## config.mk

```make
export PLATFORM = sky130hd
export DESIGN_NAME = id_ex_stage_flat
export DESIGN_NICKNAME = d
export VERILOG_FILES = /design/src/rtl/id_ex_if.sv /design/src/rtl/id_ex_stage.sv /design/src/flat_wrapper.sv
export SDC_FILE = /design/constraint.sdc
export NUM_CORES = 2
export LEC_CHECK = 0
export ABC_AREA = 1
export BUFFER_PORTS_ARGS = -buffer_cell sky130_fd_sc_hd__buf_2
export CORE_ASPECT_RATIO = 2
export CORE_UTILIZATION = 30
export CTS_CLUSTER_SIZE = 28
export DETAILED_ROUTE_END_ITERATION = 16
export SLEW_MARGIN = 10
export SYNTH_ARGS = -nofsm -noshare
export SYNTH_HDL_FRONTEND = slang
export SYNTH_SLANG_ARGS = --single-unit
```

## constraint.sdc

```tcl
create_clock -name clk -period 4 [get_ports clk]
set_input_delay 1 -clock clk [delete_from_list [all_inputs] [get_ports clk]]
set_output_delay 1 -clock clk [all_outputs]
set_load 0.05 [all_outputs]
```

## src/rtl/id_ex_if.sv

```systemverilog
// Bundle between the IF/ID side, the write-back port and the ALU-facing ID/EX outputs.
// The master drives the instruction and write-back fields. The slave is the stage.
interface id_ex_if #(
  parameter int DATA_WIDTH = 32,
  parameter int REG_ADDR_W = 5
);
  logic                  in_valid;
  logic [31:0]           instr;
  logic                  stall;
  logic                  flush;
  logic                  wb_en;
  logic [REG_ADDR_W-1:0] wb_addr;
  logic [DATA_WIDTH-1:0] wb_data;

  logic                  out_valid;
  logic [DATA_WIDTH-1:0] a;
  logic [DATA_WIDTH-1:0] b;
  logic [1:0]            alu_op;
  logic [5:0]            funct;
  logic [4:0]            shamt;
  logic [4:0]            dest;
  logic                  reg_write;
  logic                  mem_read;
  logic                  mem_write;
  logic [DATA_WIDTH-1:0] store_data;

  modport master (
    output in_valid, instr, stall, flush, wb_en, wb_addr, wb_data,
    input  out_valid, a, b, alu_op, funct, shamt, dest,
           reg_write, mem_read, mem_write, store_data
  );

  modport slave (
    input  in_valid, instr, stall, flush, wb_en, wb_addr, wb_data,
    output out_valid, a, b, alu_op, funct, shamt, dest,
           reg_write, mem_read, mem_write, store_data
  );
endinterface

```

## src/rtl/id_ex_stage.sv

```systemverilog
// MIPS decode / operand-fetch stage: 32-entry register file with write-through,
// immediate sign extension, and the ID/EX pipeline register feeding the ALU.
module id_ex_stage #(
  parameter int DATA_WIDTH = 32,
  parameter int REG_ADDR_W = 5
) (
  input  logic     clk,
  input  logic     rst,
  id_ex_if.slave   bus
);
  localparam logic [5:0] OP_RTYPE = 6'h00;
  localparam logic [5:0] OP_ADDI  = 6'h08;
  localparam logic [5:0] OP_LW    = 6'h23;
  localparam logic [5:0] OP_SW    = 6'h2B;
  localparam logic [5:0] OP_BEQ   = 6'h04;
  localparam logic [1:0] ALU_ADD  = 2'b00;
  localparam logic [1:0] ALU_SUB  = 2'b01;
  localparam logic [1:0] ALU_FN   = 2'b10;

  logic [DATA_WIDTH-1:0] rf_q [2**REG_ADDR_W];

  logic [5:0]            opcode;
  logic [REG_ADDR_W-1:0] rs, rt;
  logic [DATA_WIDTH-1:0] rs_val, rt_val;
  logic signed [DATA_WIDTH-1:0] imm_ext;

  logic                  out_valid_d, out_valid_q;
  logic [DATA_WIDTH-1:0] a_d, a_q, b_d, b_q, store_data_d, store_data_q;
  logic [1:0]            alu_op_d, alu_op_q;
  logic [5:0]            funct_d, funct_q;
  logic [4:0]            shamt_d, shamt_q, dest_d, dest_q;
  logic                  reg_write_d, reg_write_q;
  logic                  mem_read_d, mem_read_q;
  logic                  mem_write_d, mem_write_q;
  logic                  supported;

  assign opcode  = bus.instr[31:26];
  assign rs      = REG_ADDR_W'(bus.instr[25:21]);
  assign rt      = REG_ADDR_W'(bus.instr[20:16]);
  assign imm_ext = DATA_WIDTH'(signed'(bus.instr[15:0]));

  // Write-through: a write-back landing this cycle is visible to the decode reading it.
  assign rs_val = (rs == '0) ? '0 :
                  (bus.wb_en && bus.wb_addr == rs) ? bus.wb_data : rf_q[rs];
  assign rt_val = (rt == '0) ? '0 :
                  (bus.wb_en && bus.wb_addr == rt) ? bus.wb_data : rf_q[rt];

  always_ff @(posedge clk) begin
    if (rst) begin
      for (int i = 0; i < 2**REG_ADDR_W; i++) rf_q[i] <= '0;
    end else if (bus.wb_en && bus.wb_addr != '0) begin
      rf_q[bus.wb_addr] <= bus.wb_data;
    end
  end

  always_comb begin
    supported    = 1'b1;
    out_valid_d  = 1'b0;
    a_d          = rs_val;
    b_d          = rt_val;
    store_data_d = '0;
    alu_op_d     = ALU_ADD;
    funct_d      = bus.instr[5:0];
    shamt_d      = bus.instr[10:6];
    dest_d       = '0;
    reg_write_d  = 1'b0;
    mem_read_d   = 1'b0;
    mem_write_d  = 1'b0;
    case (opcode)
      OP_RTYPE: begin
        alu_op_d    = ALU_FN;
        dest_d      = bus.instr[15:11];
        reg_write_d = 1'b1;
      end
      OP_ADDI: begin
        b_d         = imm_ext;
        dest_d      = bus.instr[20:16];
        reg_write_d = 1'b1;
      end
      OP_LW: begin
        b_d         = imm_ext;
        dest_d      = bus.instr[20:16];
        reg_write_d = 1'b1;
        mem_read_d  = 1'b1;
      end
      OP_SW: begin
        b_d          = imm_ext;
        store_data_d = rt_val;
        mem_write_d  = 1'b1;
      end
      OP_BEQ: alu_op_d = ALU_SUB;
      default: supported = 1'b0;
    endcase
    // Unsupported opcodes and empty slots both become a fully zeroed bubble.
    if (!bus.in_valid || !supported) begin
      a_d          = '0;
      b_d          = '0;
      store_data_d = '0;
      alu_op_d     = '0;
      funct_d      = '0;
      shamt_d      = '0;
      dest_d       = '0;
      reg_write_d  = 1'b0;
      mem_read_d   = 1'b0;
      mem_write_d  = 1'b0;
    end else begin
      out_valid_d  = 1'b1;
    end
  end

  // ID/EX register: rst > flush > stall > load
  always_ff @(posedge clk) begin
    if (rst || bus.flush) begin
      out_valid_q  <= 1'b0;
      a_q          <= '0;
      b_q          <= '0;
      store_data_q <= '0;
      alu_op_q     <= '0;
      funct_q      <= '0;
      shamt_q      <= '0;
      dest_q       <= '0;
      reg_write_q  <= 1'b0;
      mem_read_q   <= 1'b0;
      mem_write_q  <= 1'b0;
    end else if (!bus.stall) begin
      out_valid_q  <= out_valid_d;
      a_q          <= a_d;
      b_q          <= b_d;
      store_data_q <= store_data_d;
      alu_op_q     <= alu_op_d;
      funct_q      <= funct_d;
      shamt_q      <= shamt_d;
      dest_q       <= dest_d;
      reg_write_q  <= reg_write_d;
      mem_read_q   <= mem_read_d;
      mem_write_q  <= mem_write_d;
    end
  end

  assign bus.out_valid  = out_valid_q;
  assign bus.a          = a_q;
  assign bus.b          = b_q;
  assign bus.store_data = store_data_q;
  assign bus.alu_op     = alu_op_q;
  assign bus.funct      = funct_q;
  assign bus.shamt      = shamt_q;
  assign bus.dest       = dest_q;
  assign bus.reg_write  = reg_write_q;
  assign bus.mem_read   = mem_read_q;
  assign bus.mem_write  = mem_write_q;
endmodule

```

## src/flat_wrapper.sv

```systemverilog
// flat-port wrapper written by rule: the top's interface ports become plain ports
module id_ex_stage_flat 
#(
  parameter int DATA_WIDTH = 32,
  parameter int REG_ADDR_W = 5
)
  (clk, rst, bus_in_valid, bus_instr, bus_stall, bus_flush, bus_wb_en, bus_wb_addr, bus_wb_data, bus_out_valid, bus_a, bus_b, bus_alu_op, bus_funct, bus_shamt, bus_dest, bus_reg_write, bus_mem_read, bus_mem_write, bus_store_data);
  id_ex_if #(.DATA_WIDTH(DATA_WIDTH), .REG_ADDR_W(REG_ADDR_W)) bus_i ();
  input  logic clk;
  input  logic rst;
  input wire logic [$bits(bus_i.in_valid)-1:0] bus_in_valid;
  input wire logic [$bits(bus_i.instr)-1:0] bus_instr;
  input wire logic [$bits(bus_i.stall)-1:0] bus_stall;
  input wire logic [$bits(bus_i.flush)-1:0] bus_flush;
  input wire logic [$bits(bus_i.wb_en)-1:0] bus_wb_en;
  input wire logic [$bits(bus_i.wb_addr)-1:0] bus_wb_addr;
  input wire logic [$bits(bus_i.wb_data)-1:0] bus_wb_data;
  output wire logic [$bits(bus_i.out_valid)-1:0] bus_out_valid;
  output wire logic [$bits(bus_i.a)-1:0] bus_a;
  output wire logic [$bits(bus_i.b)-1:0] bus_b;
  output wire logic [$bits(bus_i.alu_op)-1:0] bus_alu_op;
  output wire logic [$bits(bus_i.funct)-1:0] bus_funct;
  output wire logic [$bits(bus_i.shamt)-1:0] bus_shamt;
  output wire logic [$bits(bus_i.dest)-1:0] bus_dest;
  output wire logic [$bits(bus_i.reg_write)-1:0] bus_reg_write;
  output wire logic [$bits(bus_i.mem_read)-1:0] bus_mem_read;
  output wire logic [$bits(bus_i.mem_write)-1:0] bus_mem_write;
  output wire logic [$bits(bus_i.store_data)-1:0] bus_store_data;
  assign bus_i.in_valid = bus_in_valid;
  assign bus_i.instr = bus_instr;
  assign bus_i.stall = bus_stall;
  assign bus_i.flush = bus_flush;
  assign bus_i.wb_en = bus_wb_en;
  assign bus_i.wb_addr = bus_wb_addr;
  assign bus_i.wb_data = bus_wb_data;
  assign bus_out_valid = bus_i.out_valid;
  assign bus_a = bus_i.a;
  assign bus_b = bus_i.b;
  assign bus_alu_op = bus_i.alu_op;
  assign bus_funct = bus_i.funct;
  assign bus_shamt = bus_i.shamt;
  assign bus_dest = bus_i.dest;
  assign bus_reg_write = bus_i.reg_write;
  assign bus_mem_read = bus_i.mem_read;
  assign bus_mem_write = bus_i.mem_write;
  assign bus_store_data = bus_i.store_data;
  id_ex_stage #(.DATA_WIDTH(DATA_WIDTH), .REG_ADDR_W(REG_ADDR_W)) u_core (.clk(clk), .rst(rst), .bus(bus_i));
endmodule
```

### Yosys cells after proc, flatten, opt, wreduce, memory -nomap -nowiden

Memories as Yosys holds them, arrays and structs flattened.
Cells that the tools add are included.

| word-level totals | value |
|---|---|
| flip-flop bits (word level) | 118 |
| memory bits (writable) | 1024 |
| output and inout bits | 118 |
| memories | 1 |

Memories:

| memory | words | bits a word | rd ports | clocked after memory_dff | wr ports | line | RTL |
|---|---|---|---|---|---|---|---|
| u_core.rf_q | 32 | 32 | 2 | 0 | 32 | id_ex_stage.sv:20 | `logic [DATA_WIDTH-1:0] rf_q [2**REG_ADDR_W];` |

| operators by class | value |
|---|---|
| eq/ne operators | 6 |
| mux-type cells | 31 |
| reductions and logical operators | 16 |

Operator list:

| kind | number |
|---|---|
| 2-to-1 mux 32 bit | 10 |
| OR reduction 32 bit | 1 |
| 2-to-1 mux 5 bit | 3 |
| 2-to-1 mux 1 bit | 14 |
| equality test 6 bit, second input constant | 2 |
| equality test 5 bit | 2 |
| zero test 5 bit | 2 |
| one-hot mux 5 bit (2 select lines) | 1 |
| equality test 6 x 3 -> 1 bit, second input constant | 1 |
| equality test 6 x 4 -> 1 bit, second input constant | 1 |
| zero test 6 bit | 1 |
| 2-to-1 mux 6 bit | 1 |
| OR reduction 3 bit | 2 |
| nonzero test 5 bit | 1 |
| OR reduction 5 bit | 1 |
| one-hot mux 2 bit (2 select lines) | 1 |
| logical AND 1 bit | 3 |
| zero test 1 bit | 2 |
| logical OR 1 bit | 2 |
| 2-to-1 mux 2 bit | 1 |
| OR reduction 2 bit | 1 |

### Logic depth before layout (Yosys ltp)

| logic depth | value |
|---|---|
| word-level depth | 7 |
| depth in mapped cells | 15 |

### Worst setup path before layout

No wires, ideal clock.

| path | value |
|---|---|
| kind | input to register |
| from | input bus_wb_addr[3] |
| to | memory u_core.rf_q[22][0] (enable) |
| setup time | 0.478 ns |
| arrival time | 2.841 ns |
| required time | 3.522 ns |
| slack | 0.681 ns |
| stages on the path | 10 |
| buffers on the path | 2 |
| path through | clkbuf_1 -> nor3_1 -> nand2_1 -> nand3_1 -> inv_2 -> nand3_1 -> inv_2 -> nand2_1 -> clkbuf_1 -> nand2_1 |

RTL lines:

| item | line | RTL |
|---|---|---|
| start, declared | flat_wrapper.sv:16 | `input wire logic [$bits(bus_i.wb_addr)-1:0] bus_wb_addr;` |
| end, declared | id_ex_stage.sv:20 |  |

### Worst setup path after layout

| path | value |
|---|---|
| from | input bus_instr[16] |
| to | register u_core.b_q[4], in the netlist u_core.bus.b[4] |

| between the ends | value |
|---|---|
| longest elaborated chain between the ends | 6 |
| elaborated cells between the ends (all ways) | 8 |

Ends and longest elaborated chain:

| item | line | RTL |
|---|---|---|
| start, declared | flat_wrapper.sv:12 | `input wire logic [$bits(bus_i.instr)-1:0] bus_instr;` |
| branches (longest 3 deep; another with memory read (32 x 32 bit)) | n/a |  |
| 2-to-1 mux 32 bit (*) | id_ex_stage.sv:45 | `assign rt_val = (rt == '0) ? '0 :` |
| 2-to-1 mux 32 bit (*) | id_ex_stage.sv:69 | `case (opcode)` |
| 2-to-1 mux 32 bit (*) | id_ex_stage.sv:95 | `if (!bus.in_valid \|\| !supported) begin` |
| end signal, assigned | id_ex_stage.sv:116 | `b_q <= '0;` |
| end signal, assigned | id_ex_stage.sv:128 | `b_q <= b_d;` |
| end, declared | id_ex_stage.sv:28 | `logic [DATA_WIDTH-1:0] a_d, a_q, b_d, b_q, store_data_d, store_data_q;` |

Every way passes the cells marked *.
A chain may end at the register's enable or synchronous reset.

==> out/metrics.cfg <==
[cts]
cts_hold_buf=0
cts.sinks=1142
insertion_delay_ns=0.76
cts_max_level=3
path_clk_slew_ns=0.07
cts_tree=built
ctsLongestPathBuffers=3
clockRootBuffer=clkbuf_16
cts_made_buffers=98

[cells_and_area]
drive_above_1_share_pct=8.97
fin_util_pct=34.5
layout.nets=8046
syn2layout_area_growth_pct=14.0
final_cell_mix=1,895 x nand2_1, 1,569 x nor2_1, 1,024 x edfxtp_1, 868 x nand3_1, 649 x inv_1
final_common_cell=nand2_1
final_cells=10800

[hold_path]
hold_path.class=reg2reg

[routing]
drt_iter0_drc=7353
viasPerCell=5.50
wirelength_um=307000
firstDrtPassIters=8
postRouteAntennaNets=0
drc=0
num_vias=59300
wire_per_inst_um=28.5

[floorplan]
start_util_pct=30.2
fp.coreArea_sq_um=205000
io_pins=193
dieArea_sq_um=209000
die_h_um=645
die_x_um=324
num_rows=235

[sta]
finalSetupTns_ns=0
fin_skew_ns=0.0259
max_freq_mhz=261
fin_crit_sh_pct=95.7
rsz0062_at_grt=no
hold_violations=0
maxSlewViolCount=0
worst_pin_slew_ns=1.25
fin_crit_ns=3.83
max_slew_margin_pct=16.0
setup_violations=0

[yosys]
synth_top_cell_by_area=edfxtp_1
async_reset_ff_share_pct=0
ys_seq_elements=1142
avgSynthCellArea_sq_um=7.75
synth_area_leaders=edfxtp_1 50%, nand2_1 12%, nor2_1 9.5%
synth_cell_types=33
synth_edf_count=1024
synthFlopType=edfxtp_1
synth_top_area_share_pct=49.5
syn_inst=8004
syn-cell-area_sq_um=62100
ys_warn_count=0
ys_seq_area_share_pct=53.4

[setup_path]
crit_top_cell=nand2_1
arrival_ns=4.44
crit_chain=buf_8, inv_8, buf_4, nand2_1, nand3_1, nand3_1, nand2_1, nor2_1, nand2_1, nand2_1, nand2_1, nand2_1, nand2_1, nand2_1, a21oi_1
critPathTopFamily=simple AND/OR/NAND/NOR gates
critical_path.max_fanout=39
end_kind=flop
cp-start-kind=input pin
cpPeakStageDelay_ns=0.72
worst-path-buf-inv=3
critPathKind=in2reg
crit_slowest_cell=nor2_1
worstPathRequired_ns=4.61

[global_route]
grtUsageMet2_pct=49.0
globalRouteOverflowTotal=0
groute.layer.met1.usage_pct=29.0
grt_max_degree=105
grt_first_pass_wirelength_um=426000
grt_usage_pct=29.1
grt_pass1_vias=57100
grt-busiest-layer=met2
grtUsageMet3_pct=5.35
grt_antenna_before_repair=25

[placed_design]
port_buffers=192
gp_congestion=0.988
place_hpwl_um=203000
placed_cells=10600

[power_and_ir_drop]
p_leak_uw=0.0295
vdd_drop_max_uv=337
pwr_density_cell_nw_per_um2=409

[run]
drv_cap=0

[run_status]
outcome=complete, no violations

==> registers in the layout (all words and copies together) (netlist names) <==
register               count
u_core.rf_q             1024
u_core.bus.a              32
u_core.bus.b              32
u_core.bus.store_data     32
u_core.bus.funct           6
u_core.bus.dest            5
u_core.bus.shamt           5
u_core.bus.alu_op          2
u_core.bus.mem_read        1
u_core.bus.mem_write       1
u_core.bus.out_valid       1
u_core.bus.reg_write       1
==> final cells by class <==
| cell class | count | area, sq um |
|---|---|---|
| Tap cell | 2725 | 3410 |
| Clock inverter | 60 | 743 |
| Timing Repair Buffer | 505 | 4240 |
| Clock buffer | 120 | 2640 |
| Inverter | 673 | 2550 |
| Antenna cell | 14 | 35.0 |
| Multi-Input combinational cell | 5551 | 24000 |
| Fill cell | 21400 | 134000 |
| Sequential cell | 1142 | 33100 |
==> per-layer routing <==
layer / vias to the layer above / share of wire, %
met1: 28600 / 31
met3: 1120 / 8.1
met4: 26 / 13
met2: 3496 / 49
li1: 26100 / -
met5: - / 0.053
==> path summary, 6_finish.rpt <==
check             cells after the start                              start                                 to  slack (ns)
hold / removal                        2  u_core.bus.alu_op[1]$_SDFFE_PP0N_  u_core.bus.alu_op[1]$_SDFFE_PP0N_        0.46
hold reg to reg                       2  u_core.bus.alu_op[1]$_SDFFE_PP0N_  u_core.bus.alu_op[1]$_SDFFE_PP0N_        0.46
setup / recovery                     15                      bus_instr[16]       u_core.bus.b[4]$_SDFFE_PP0N_        0.17
setup reg to reg                     12    u_core.rf_q[7][4]$_SDFFCE_PN0P_       u_core.bus.b[4]$_SDFFE_PP0N_        0.88
==> cells in the mapped netlist, types with 2 or more instances <==
master,count
nand2_1,1921
nor2_1,1573
edfxtp_1,1024
nand3_1,870
inv_1,658
clkbuf_1,526
o21ai_0,450
a21oi_1,427
o211ai_1,132
dfxtp_1,118
buf_2,83
nand4_1,67
buf_1,59
o22ai_1,38
o21a_1,15
inv_2,11
nor3_1,11
clkinv_1,4
nor2_2,2
xor2_1,2
==> metrics by stage <==
step	worst slack, ns	cell area [sq um]	hold slack (ns)	power (uW)
detailed placement	-0.247	67400	0.452	18400
CTS	0.485	70700	0.461	28700
finish	0.173	70800	0.463	28900
global route	0.301	70700	0.479	29600
global placement	-0.260	67400	0.441	18400
floorplan	0.681	62200	0.675	16200
==> worst min-delay path: stages (launching register included) <==
cell,delay (ns)
dfxtp_1,0.31
nand2_1,0.06
a21oi_1,0.05
==> timing repair <==
| action | CTS | global route |
|---|---|---|
| setup buffers | 0 | 0 |
| resized for setup | 0 | 1 |
| endpoints found under the setup margin | 0 | 2 |
==> cells by family (layout without fill, tap and decap cells) <==
group           after synthesis  count (layout)  synth area share (%)
simple gates               4450            4450                  29.0
buf+inv                    1342            1358                  8.30
flops                      1142            1142                  53.4
compound gates             1067            1067                  9.30
xor+xnor                      2               2                0.0282
other cells                   1              46               0.00604
==> power by group <==
part           switching, uW  internal, uW  total (uW)
combinational           3500          1050        4550
clock                   4860          5690       10600
sequential               268         13600       13800
total                   8630         20300       28900
Power figures use the tool's default switching activity.
